===== config.mk =====
export PLATFORM = sky130hd
export DESIGN_NAME = adder_serial
export DESIGN_NICKNAME = d
export VERILOG_FILES = /design/src/rtl/adder_serial.sv
export SDC_FILE = /design/constraint.sdc
export NUM_CORES = 1
export LEC_CHECK = 0
export BUFFER_PORTS_ARGS = -buffer_cell sky130_fd_sc_hd__buf_2
export CORE_MARGIN = 4
export CORE_UTILIZATION = 53
export DETAILED_ROUTE_END_ITERATION = 8
export GPL_TIMING_DRIVEN = 0
export HOLD_SLACK_MARGIN = 0.15
export PLACE_DENSITY = 0.78
export SYNTH_ARGS = -nofsm -noshare
export SYNTH_HDL_FRONTEND = slang
export SYNTH_SLANG_ARGS = --single-unit

===== constraint.sdc =====
create_clock -name clock -period 1.36 [get_ports clock]
set_clock_uncertainty 0.05 [all_clocks]
set_input_delay 0.068 -clock clock [delete_from_list [all_inputs] [get_ports clock]]
set_output_delay 0.068 -clock clock [all_outputs]
set_load 0.01 [all_outputs]

===== src/rtl/adder_serial.sv =====
// adder_serial: digit-serial adder/subtractor, LSB-first, DIGIT bits per clock.
// Operands are latched on an accepted start and consumed DIGIT bits per edge.
// A single carry flip-flop links consecutive digits.
// Optional feature macro: ADDER_SERIAL_OVF_EN adds the signed overflow output ovf.
module adder_serial #(
  parameter int unsigned WIDTH = 8,
  parameter int unsigned DIGIT = 1
) (
  input  logic             clock,
  input  logic             reset_n,
  input  logic             start,
  input  logic             sub,
  input  logic [WIDTH-1:0] a,
  input  logic [WIDTH-1:0] b,
  output logic             busy,
  output logic             done,
  output logic [WIDTH-1:0] s,
`ifdef ADDER_SERIAL_OVF_EN
  output logic             ovf,
`endif
  output logic             co
);

  localparam int unsigned N  = (DIGIT == 0) ? 1 : WIDTH / DIGIT;
  localparam int unsigned CW = (N > 1) ? $clog2(N) : 1;

  // Reject illegal parameter combinations at elaboration.
  if (WIDTH < 2) begin : g_bad_width
    $fatal(1, "adder_serial: WIDTH must be >= 2");
  end
  if (DIGIT == 0 || DIGIT > WIDTH || (WIDTH % DIGIT) != 0) begin : g_bad_digit
    $fatal(1, "adder_serial: DIGIT must divide WIDTH exactly");
  end

  typedef enum logic [1:0] {
    IDLE = 2'd0,
    RUN  = 2'd1,
    DONE = 2'd2
  } state_t;

  state_t           state;
  logic [WIDTH-1:0] opa;
  logic [WIDTH-1:0] opb;
  logic [CW-1:0]    cnt;
  logic             cy;

  logic [DIGIT:0]   c;
  logic [DIGIT-1:0] dsum;
  logic [WIDTH-1:0] s_shift;
  logic             last;

  // One digit of full-adder cells, carry rippling from the carry flip-flop upward.
  always_comb begin
    c    = '0;
    dsum = '0;
    c[0] = cy;
    for (int i = 0; i < int'(DIGIT); i++) begin
      dsum[i]  = opa[i] ^ opb[i] ^ c[i];
      c[i+1]   = (opa[i] & opb[i]) | (c[i] & (opa[i] ^ opb[i]));
    end
  end

  // New digit enters s from the MSB side; after N digits s is fully aligned.
  always_comb begin
    s_shift = (s >> DIGIT) | (WIDTH'(dsum) << (WIDTH - DIGIT));
    last    = (cnt == CW'(N - 1));
  end

  // Control FSM and datapath registers; all outputs are registered.
  always_ff @(posedge clock or negedge reset_n) begin
    if (!reset_n) begin
      state <= IDLE;
      opa   <= '0;
      opb   <= '0;
      cnt   <= '0;
      cy    <= 1'b0;
      s     <= '0;
      co    <= 1'b0;
      busy  <= 1'b0;
      done  <= 1'b0;
`ifdef ADDER_SERIAL_OVF_EN
      ovf   <= 1'b0;
`endif
    end else begin
      done <= 1'b0;
      case (state)
        // DONE accepts a new start exactly like IDLE, giving back-to-back operation.
        IDLE, DONE: begin
          if (start) begin
            opa   <= a;
            opb   <= sub ? ~b : b;
            cy    <= sub;
            s     <= '0;
            cnt   <= '0;
            busy  <= 1'b1;
            state <= RUN;
          end else begin
            state <= IDLE;
          end
        end
        RUN: begin
          opa <= opa >> DIGIT;
          opb <= opb >> DIGIT;
          s   <= s_shift;
          cy  <= c[DIGIT];
          cnt <= CW'(cnt + 1'b1);
          if (last) begin
            co    <= c[DIGIT];
`ifdef ADDER_SERIAL_OVF_EN
            ovf   <= c[DIGIT] ^ c[DIGIT-1];
`endif
            busy  <= 1'b0;
            done  <= 1'b1;
            state <= DONE;
          end
        end
        default: begin
          busy  <= 1'b0;
          state <= IDLE;
        end
      endcase
    end
  end

endmodule


* After elaboration in Yosys (flattened, before gate mapping) *
Cells that the tools add are included.
Widths: inputs -> output; s select.

word-level totals
  flip-flop bits (word level) = 33
  output and inout port bits = 11
  word-level logic and storage cells = 47

operators by class
  $add $sub $neg = 1
  equal/unequal tests = 5
  multiplexer cells = 19
  bitwise logic cells = 7
  reductions and logical operators = 6

operator list
  kind                 count
  $pmux 8 s2           3
  $mux 8               4
  $not 8->8            1
  $or 7x8->8           1
  $mux 1               6
  $pmux 3 s2           1
  $reduce_and 2->1     3
  $ne 2x2->1 const B   2
  $pmux 1 s2           2
  $pmux 2 s2           1
  $add 3x1->3 const B  1
  $eq 3x3->1 const B   1
  $mux 3               1
  $and 1x1->1          2
  $eq 2x1->1 const B   1
  $eq 2x2->1 const B   1
  $logic_not 2->1      1
  $mux 2               1
  $reduce_bool 2->1    1
  $reduce_or 2->1      1
  $xor 1x1->1          2
  $or 1x1->1           1

* Logic depth before layout (Yosys ltp) *
Gate-level depths: netlist of the first run.

  depth after elaboration = 4
  gate-level depth with buffers = 5
  mapped depth without buffers = 5

* Worst setup path after synthesis of the first run *
OpenSTA, ideal clock, no wires.

  path type = reg2reg
  start point = register state[0]
  end point = register opb[4]
  library setup time = 126 ps
  data arrival time = 1070 ps
  required time = 1184 ps
  slack = 114 ps
  stages on the path, launching flop included = 5
  period minus slack after synthesis = 1246 ps
  cell sequence = dfrtp_1 nor2b_4 buf_6 buf_6 a221o_1

on the way
  cells in the longest elaborated chain, start to end = 4

ends and longest elaborated chain
  what                                                       line  RTL
  from (decl)                                                41    state_t state;
  from (signal assigned)                                     72    state <= IDLE;
  from (signal assigned)                                     96    state <= RUN;
  from (signal assigned)                                     98    state <= IDLE;
  $eq 2x2->1 or $logic_not 2->1 (tied branches)              86    case (state)
  $reduce_or 2->1                                            86
  $ne 2x2->1 (no line) or $reduce_bool 2->1 (tied branches)  --
  $reduce_and 2->1 (no line)                                 --
  to (signal assigned)                                       91    opb <= sub ? ~b : b;
  to (signal assigned)                                       103   opb <= opb >> DIGIT;
  to (decl)                                                  43    logic [WIDTH-1:0] opb;

Several ways; a longest one is shown, not always the timed one.
A chain may end at the register's enable or synchronous reset.

* Final worst setup path of the first run *
  start point = register state[0]
  end point = register opb[3]

The elaborated chain is that of the path after synthesis.

==> results of run 1 <==
-- layout by cell type (no fill, tap or decap) --
master	synthesis	final
a221o_1	9	9
a22o_1	11	11
a22oi_1	6	3
a22oi_2	0	3
and2_1	2	2
and2b_2	0	1
buf_12	0	1
buf_2	5	32
buf_4	0	4
buf_6	3	3
clkbuf_1	1	1
clkbuf_4	0	6
clkbuf_8	0	1
dfrtp_1	33	33
dlygate4sd3_1	0	19
fa_1	1	1
ha_1	2	2
inv_1	4	4
mux2i_1	1	1
nand2_1	7	7
nand2b_2	0	1
nand3_1	7	7
nor2_1	10	10
nor2_4	0	1
nor2b_4	1	1
nor3_1	1	1
o21ai_0	3	3
o2bb2ai_1	1	1
or2b_1	1	1
xnor2_1	7	7
xor2_1	1	1
-- state kept, by name (all words and copies together), names as in the netlist --
register,cells
opa,8
done,1
busy,1
co,1
cnt,3
s,8
opb,8
cy,1
state,2
-- area by class of cell --
class,instances,share of cell area [%]
repair buffers,51,19.0
inverters,4,0.775
clock buffers,7,2.84
well taps,30,1.94
flip-flops and latches,33,42.6
multi-input cells,74,29.0
plain buffers,9,3.81
-- cells by family after synthesis --
family                   Yosys count  share of synthesized area [%]
AO/OA/AOI/OAI                     30                           17.7
XOR/XNOR                           8                           4.86
AND/OR/NAND/NOR                   32                           10.9
flip-flops                        33                           57.3
buffers and inverters             13                           5.38
multiplexers                       1                          0.694
adder cells (fa/ha/maj)            3                           3.12
-- worst max-delay path, delay by kind of cell (launching register included) --
| family | cells | cell delay [ns] |
|---|---|---|
| buffers and inverters | 1 | 0.12 |
| AND/OR/NAND/NOR | 2 | 0.33 |
| AO/OA/AOI/OAI | 1 | 0.32 |
| flip-flops | 1 | 0.41 |
-- layer usage --
metal	global-route usage (%)	share of wire, %
met5	0	0
met3	5.18	5.2
met2	34.3	50
met4	8.54	1.8
met1	26.3	43
-- where the power goes --
group | switching [mW] | internal [mW] | leakage (nW) | total (mW)
registers | 0.272 | 1.41 | 0.417 | 1.68
logic | 0.926 | 0.977 | 0.505 | 1.90
clock network | 0.309 | 0.244 | 0.0314 | 0.553
-- per-stage QoR --
stage / std cells / setup WS (ns) / setup TNS [ns] / hold slack, ns / area (sq um)
floorplan: 120 / 0.114 / 0 / -0.278 / 1440
global placement: 179 / -0.00817 / -0.0161 / 0.101 / 1620
detailed placement: 179 / -0.0496 / -0.0844 / 0.110 / 1620
CTS: 206 / 0.00836 / 0 / 0.283 / 1890
global route: 208 / -0.0627 / -0.434 / 0.310 / 1940
finish: 208 / 0.0108 / 0 / 0.265 / 1940
-- timing repair --
action | 4_1_cts | 5_1_grt
setup buffers | 1 | 1
endpoints found under the hold margin | 51 | 0
hold buffers | 19 | 0
resized for setup | 2 | 13
setup endpoints to repair | 4 | 27
cloned | 0 | 1
pin swaps | 0 | 3
-- worst min-delay path by stage --
| stage | cells past startpoint | end | slack, ns |
|---|---|---|---|
| 6_report | 2 | opb[7] | 0.26 |
| 5_1_grt | 2 | opb[2] | 0.31 |
| 4_1_cts | 2 | s[2] | 0.28 |
| 3_5_place_dp | 1 | opb[7] | 0.11 |
| 3_3_place_gp | 1 | opb[6] | 0.10 |
| 2_1_floorplan | 0 | busy | -0.28 |
==> results.yml, run 1 <==
outcome:
  outcome: "complete, no violations"
layout:
  fin_util_pct: 76.1
  seqCellArea_sq_um: 826
  diodes: 0
  fill_cells: 171
  area_growth_pct: 34.4
  drive_above_1_share_pct: 30.3
  multi_input_area_sq_um: 562
  nets: 201
critical_path:
  cp_cell_sequence: "and2b_2 > nor2_4 > buf_6 > a221o_1"
  r2r_start: "state[0]"
  cp-endpoint: "opb[3]"
  cp.arrival_ns: 1.51
  r2r_end: "opb[3]"
  cp-end-kind: "register"
  cp_max_fo: 5
  reg2reg_slack_ns: 0.01
  required_ns: 1.53
  ff2ff_path_depth: 4
  cpPeakStageDelay_ns: 0.41
  startpoint: "state[0]"
  criticalPathCategory: "reg2reg"
  cpMaxStageDelayCell: "dfrtp_1"
  critPathLaunchType: "register"
clock_tree:
  cts_max_level: 2
  clkSinkCount: 33
  cts-root-buf: "clkbuf_4"
  numCtsBuffers: 5
  cts_tree: "done"
  clk_path_buf_depth: 2
  clkTransAtPathRegs_ns: 0.09
  worstSkewPairLatency_ns: 0.33
power_and_ir_drop:
  power.density_nw_per_um2: 2140
  peakVddDrop_mv: 1.59
  p_leak_nw: 0.954
  p_total_mw: 4.14
synthesis:
  synth_async_sr_flop_share_pct: 100
  synth_edf_count: 0
  synth_most_common_cell: "dfrtp_1"
  synth.yosys.seq_area_share_pct: 57.3
  synthesis.area_sq_um: 1440
  ys.flop_type: "dfrtp_1"
  synthesis.nets: 143
  ys_top_cells_by_area: "dfrtp_1, a22o_1, a221o_1, xnor2_1, a22oi_1"
  synth_top_area_share_pct: 57.3
  yosysTopAreaCell: "dfrtp_1"
  synth_common_cells: "dfrtp_1, a22o_1, nor2_1"
  synth.avg_cell_area_sq_um: 12.0
  synth_cells: 120
  synth_warnings: 0
  synth_seq_cells: 33
  yosysUniqueCellTypes: 25
route:
  vias: 1140
  drt_iter0_drc: 78
  ant_nets: 0
  viasPerCell: 5.48
  wire_per_inst_um: 16.2
  firstDrtPassIters: 4
  finalWirelength_um: 3370
  drc: 0
grt:
  antenna_found_initial: 0
  grt_pass1_wl_um: 5440
  grt_overflow: 0
  grtUsageTotal_pct: 20.9
  grt_max_degree: 34
  grt_pass1_vias: 1137
sta:
  slew_headroom_pct: 52.7
  timing.final.crit_share_pct: 99.2
  setup_viol: 0
  min_period_ns: 1.35
  rsz0062_at_grt: "yes"
  finalMaxSlewViolations: 0
  worst_pin_slew_ns: 0.709
  hold_viol_final: 0
  fmax_mhz: 741
place:
  place.gp.congestion: 0.770
  port_buffers: 29
  hpwl_um: 2010
die:
  die_x_um: 60.2
  coreArea_sq_um: 2540
  die_h_um: 60.2
  rows: 18
  io_pins: 31
  initial_utilization_pct: 56.6
  die_area_sq_um: 3620
hold_path:
  hold_class: "in2async"
run:
  drv_cap: 0
Note: power is estimated with default switching activity, not from simulation.
==> run 2, diff against run 1 <==
Settings changed: BUFFER_PORTS_ARGS -buffer_cell sky130_fd_sc_hd__buf_2 to not set, CAP_MARGIN set to 20, CORE_UTILIZATION 53 to 55, DONT_BUFFER_PORTS set to 1, PLACE_DENSITY 0.78 to 0.7.
==> results.yml, run 2 (same netlist as run 1, synthesis figures left out) <==
outcome:
  outcome: "complete, no violations"
place:
  hpwl_um: 1950
  place.gp.congestion: 0.736
  port_buffers: 0
  dpl-instance-area_sq_um: 1480
grt:
  grt_pass1_vias: 1138
  grt_overflow: 0
  grt_max_degree: 34
  antenna_found_initial: 0
  grt_pass1_wl_um: 5220
  grtUsageTotal_pct: 20.5
layout:
  multi_input_area_sq_um: 559
  diodes: 0
  final_cell_mix: "dfrtp_1, dlygate4sd3_1, a22o_1"
  fill_cells: 168
  nets: 175
  seqCellArea_sq_um: 826
  reg.largest.list: "opa x8, opb x8, s x8"
  final_area_sq_um: 1840
  final_common_cell: "dfrtp_1"
  area_growth_pct: 27.9
  drive_above_1_share_pct: 19.0
die:
  die_area_sq_um: 3500
  io_pins: 31
  die_h_um: 59.2
  rows: 18
  die_x_um: 59.2
  initial_utilization_pct: 58.2
  coreArea_sq_um: 2480
sta:
  fmax_mhz: 736
  worst_pin_slew_ns: 0.259
  finalMaxSlewViolations: 0
  timing.final.crit_share_pct: 99.9
  slew_headroom_pct: 82.7
  min_period_ns: 1.36
  setup_viol: 0
  fin_setup_tns_ns: 0
  rsz0062_at_grt: "yes"
  hold_viol_final: 0
route:
  vias: 1046
  drt_iter0_drc: 27
  firstDrtPassIters: 4
  wire_per_inst_um: 17.2
  finalWirelength_um: 3140
  drc: 0
  viasPerCell: 5.72
  ant_nets: 0
critical_path:
  cp_max_fo: 6
  required_ns: 1.54
  cp-end-kind: "register"
  criticalPathCategory: "reg2reg"
  cp.arrival_ns: 1.54
  critPathLaunchType: "register"
clock_tree:
  numCtsBuffers: 5
  cts_tree: "done"
  worstSkewPairLatency_ns: 0.34
  cts_max_level: 2
  clkSinkCount: 33
  clkTransAtPathRegs_ns: 0.09
  cts-root-buf: "clkbuf_4"
  clk_path_buf_depth: 2
hold_path:
  hold_class: "in2reg"
power_and_ir_drop:
  p_total_mw: 4.08
  peakVddDrop_mv: 1.45
  p_leak_nw: 0.861
  power.density_nw_per_um2: 2210
run:
  drv_cap: 0
## run 2: path summary, 6_finish.rpt
| check | to | cells after the start | slack, ns | from |
|---|---|---|---|---|
| max in group asynchronous | state[1] | 3 | 0.42 | reset_n |
| hold reg to reg | opa[1] | 2 | 0.46 | opa[1] |
| setup / recovery | s[5] | 6 | 0.001 | state[0] |
| setup reg to reg | s[5] | 6 | 0.001 | state[0] |
| hold / removal | opa[1] | 4 | 0.16 | start |
| min in group asynchronous | s[7] | 3 | 0.66 | reset_n |
## run 2: timing repair
item / 4_1_cts / 5_1_grt
setup endpoints to repair: 3 / 28
buffers inserted: 1 / 2
endpoints found under the hold margin: 52 / 0
gates resized for setup: 2 / 11
cloned: 0 / 1
hold buffers: 21 / 0
## run 2: per-layer routing
| metal | global-route usage (%) | vias to the layer above | routed length (um) |
|---|---|---|---|
| li1 | - | 492 | - |
| met1 | 25.7 | 520 | 1330 |
| met2 | 33.1 | 26 | 1600 |
| met3 | 4.58 | 8 | 131 |
| met4 | 10.7 | 0 | 78 |
| met5 | 0 | - | 0 |
## run 2: through the flow
step	util, %	hold WS (ns)	std cells	worst slack, ns
2_1_floorplan	-	-0.278	120	0.114
4_1_cts	72.4	0.180	180	-0.00493
3_3_place_gp	59.7	-0.276	150	-0.00922
6_report	74.4	0.159	183	0.00149
3_5_place_dp	59.7	-0.276	150	-0.0608
5_1_grt	74.4	0.183	183	-0.0700
## run 2: critical path: stages (launching register included)
cell	delay (ns)
dfrtp_1	0.40
nor2b_4	0.16
buf_6	0.14
nor2_4	0.05
buf_2	0.14
buf_4	0.13
a22o_1	0.17
## run 2: final cells by class
cell class | count | share of cell area [%]
tap | 30 | 2.04
inverter | 4 | 0.815
multi-input combinational | 74 | 30.3
sequential | 33 | 44.8
buffer | 9 | 4.07
clock buffer | 7 | 3.53
clock inverter | 1 | 0.272
timing repair buffer | 25 | 14.1
## run 2: report_power, final
group	internal (mW)	leakage [nW]	switching (mW)
registers	1.41	0.417	0.358
clock network	0.299	0.0413	0.322
logic	0.898	0.403	0.795
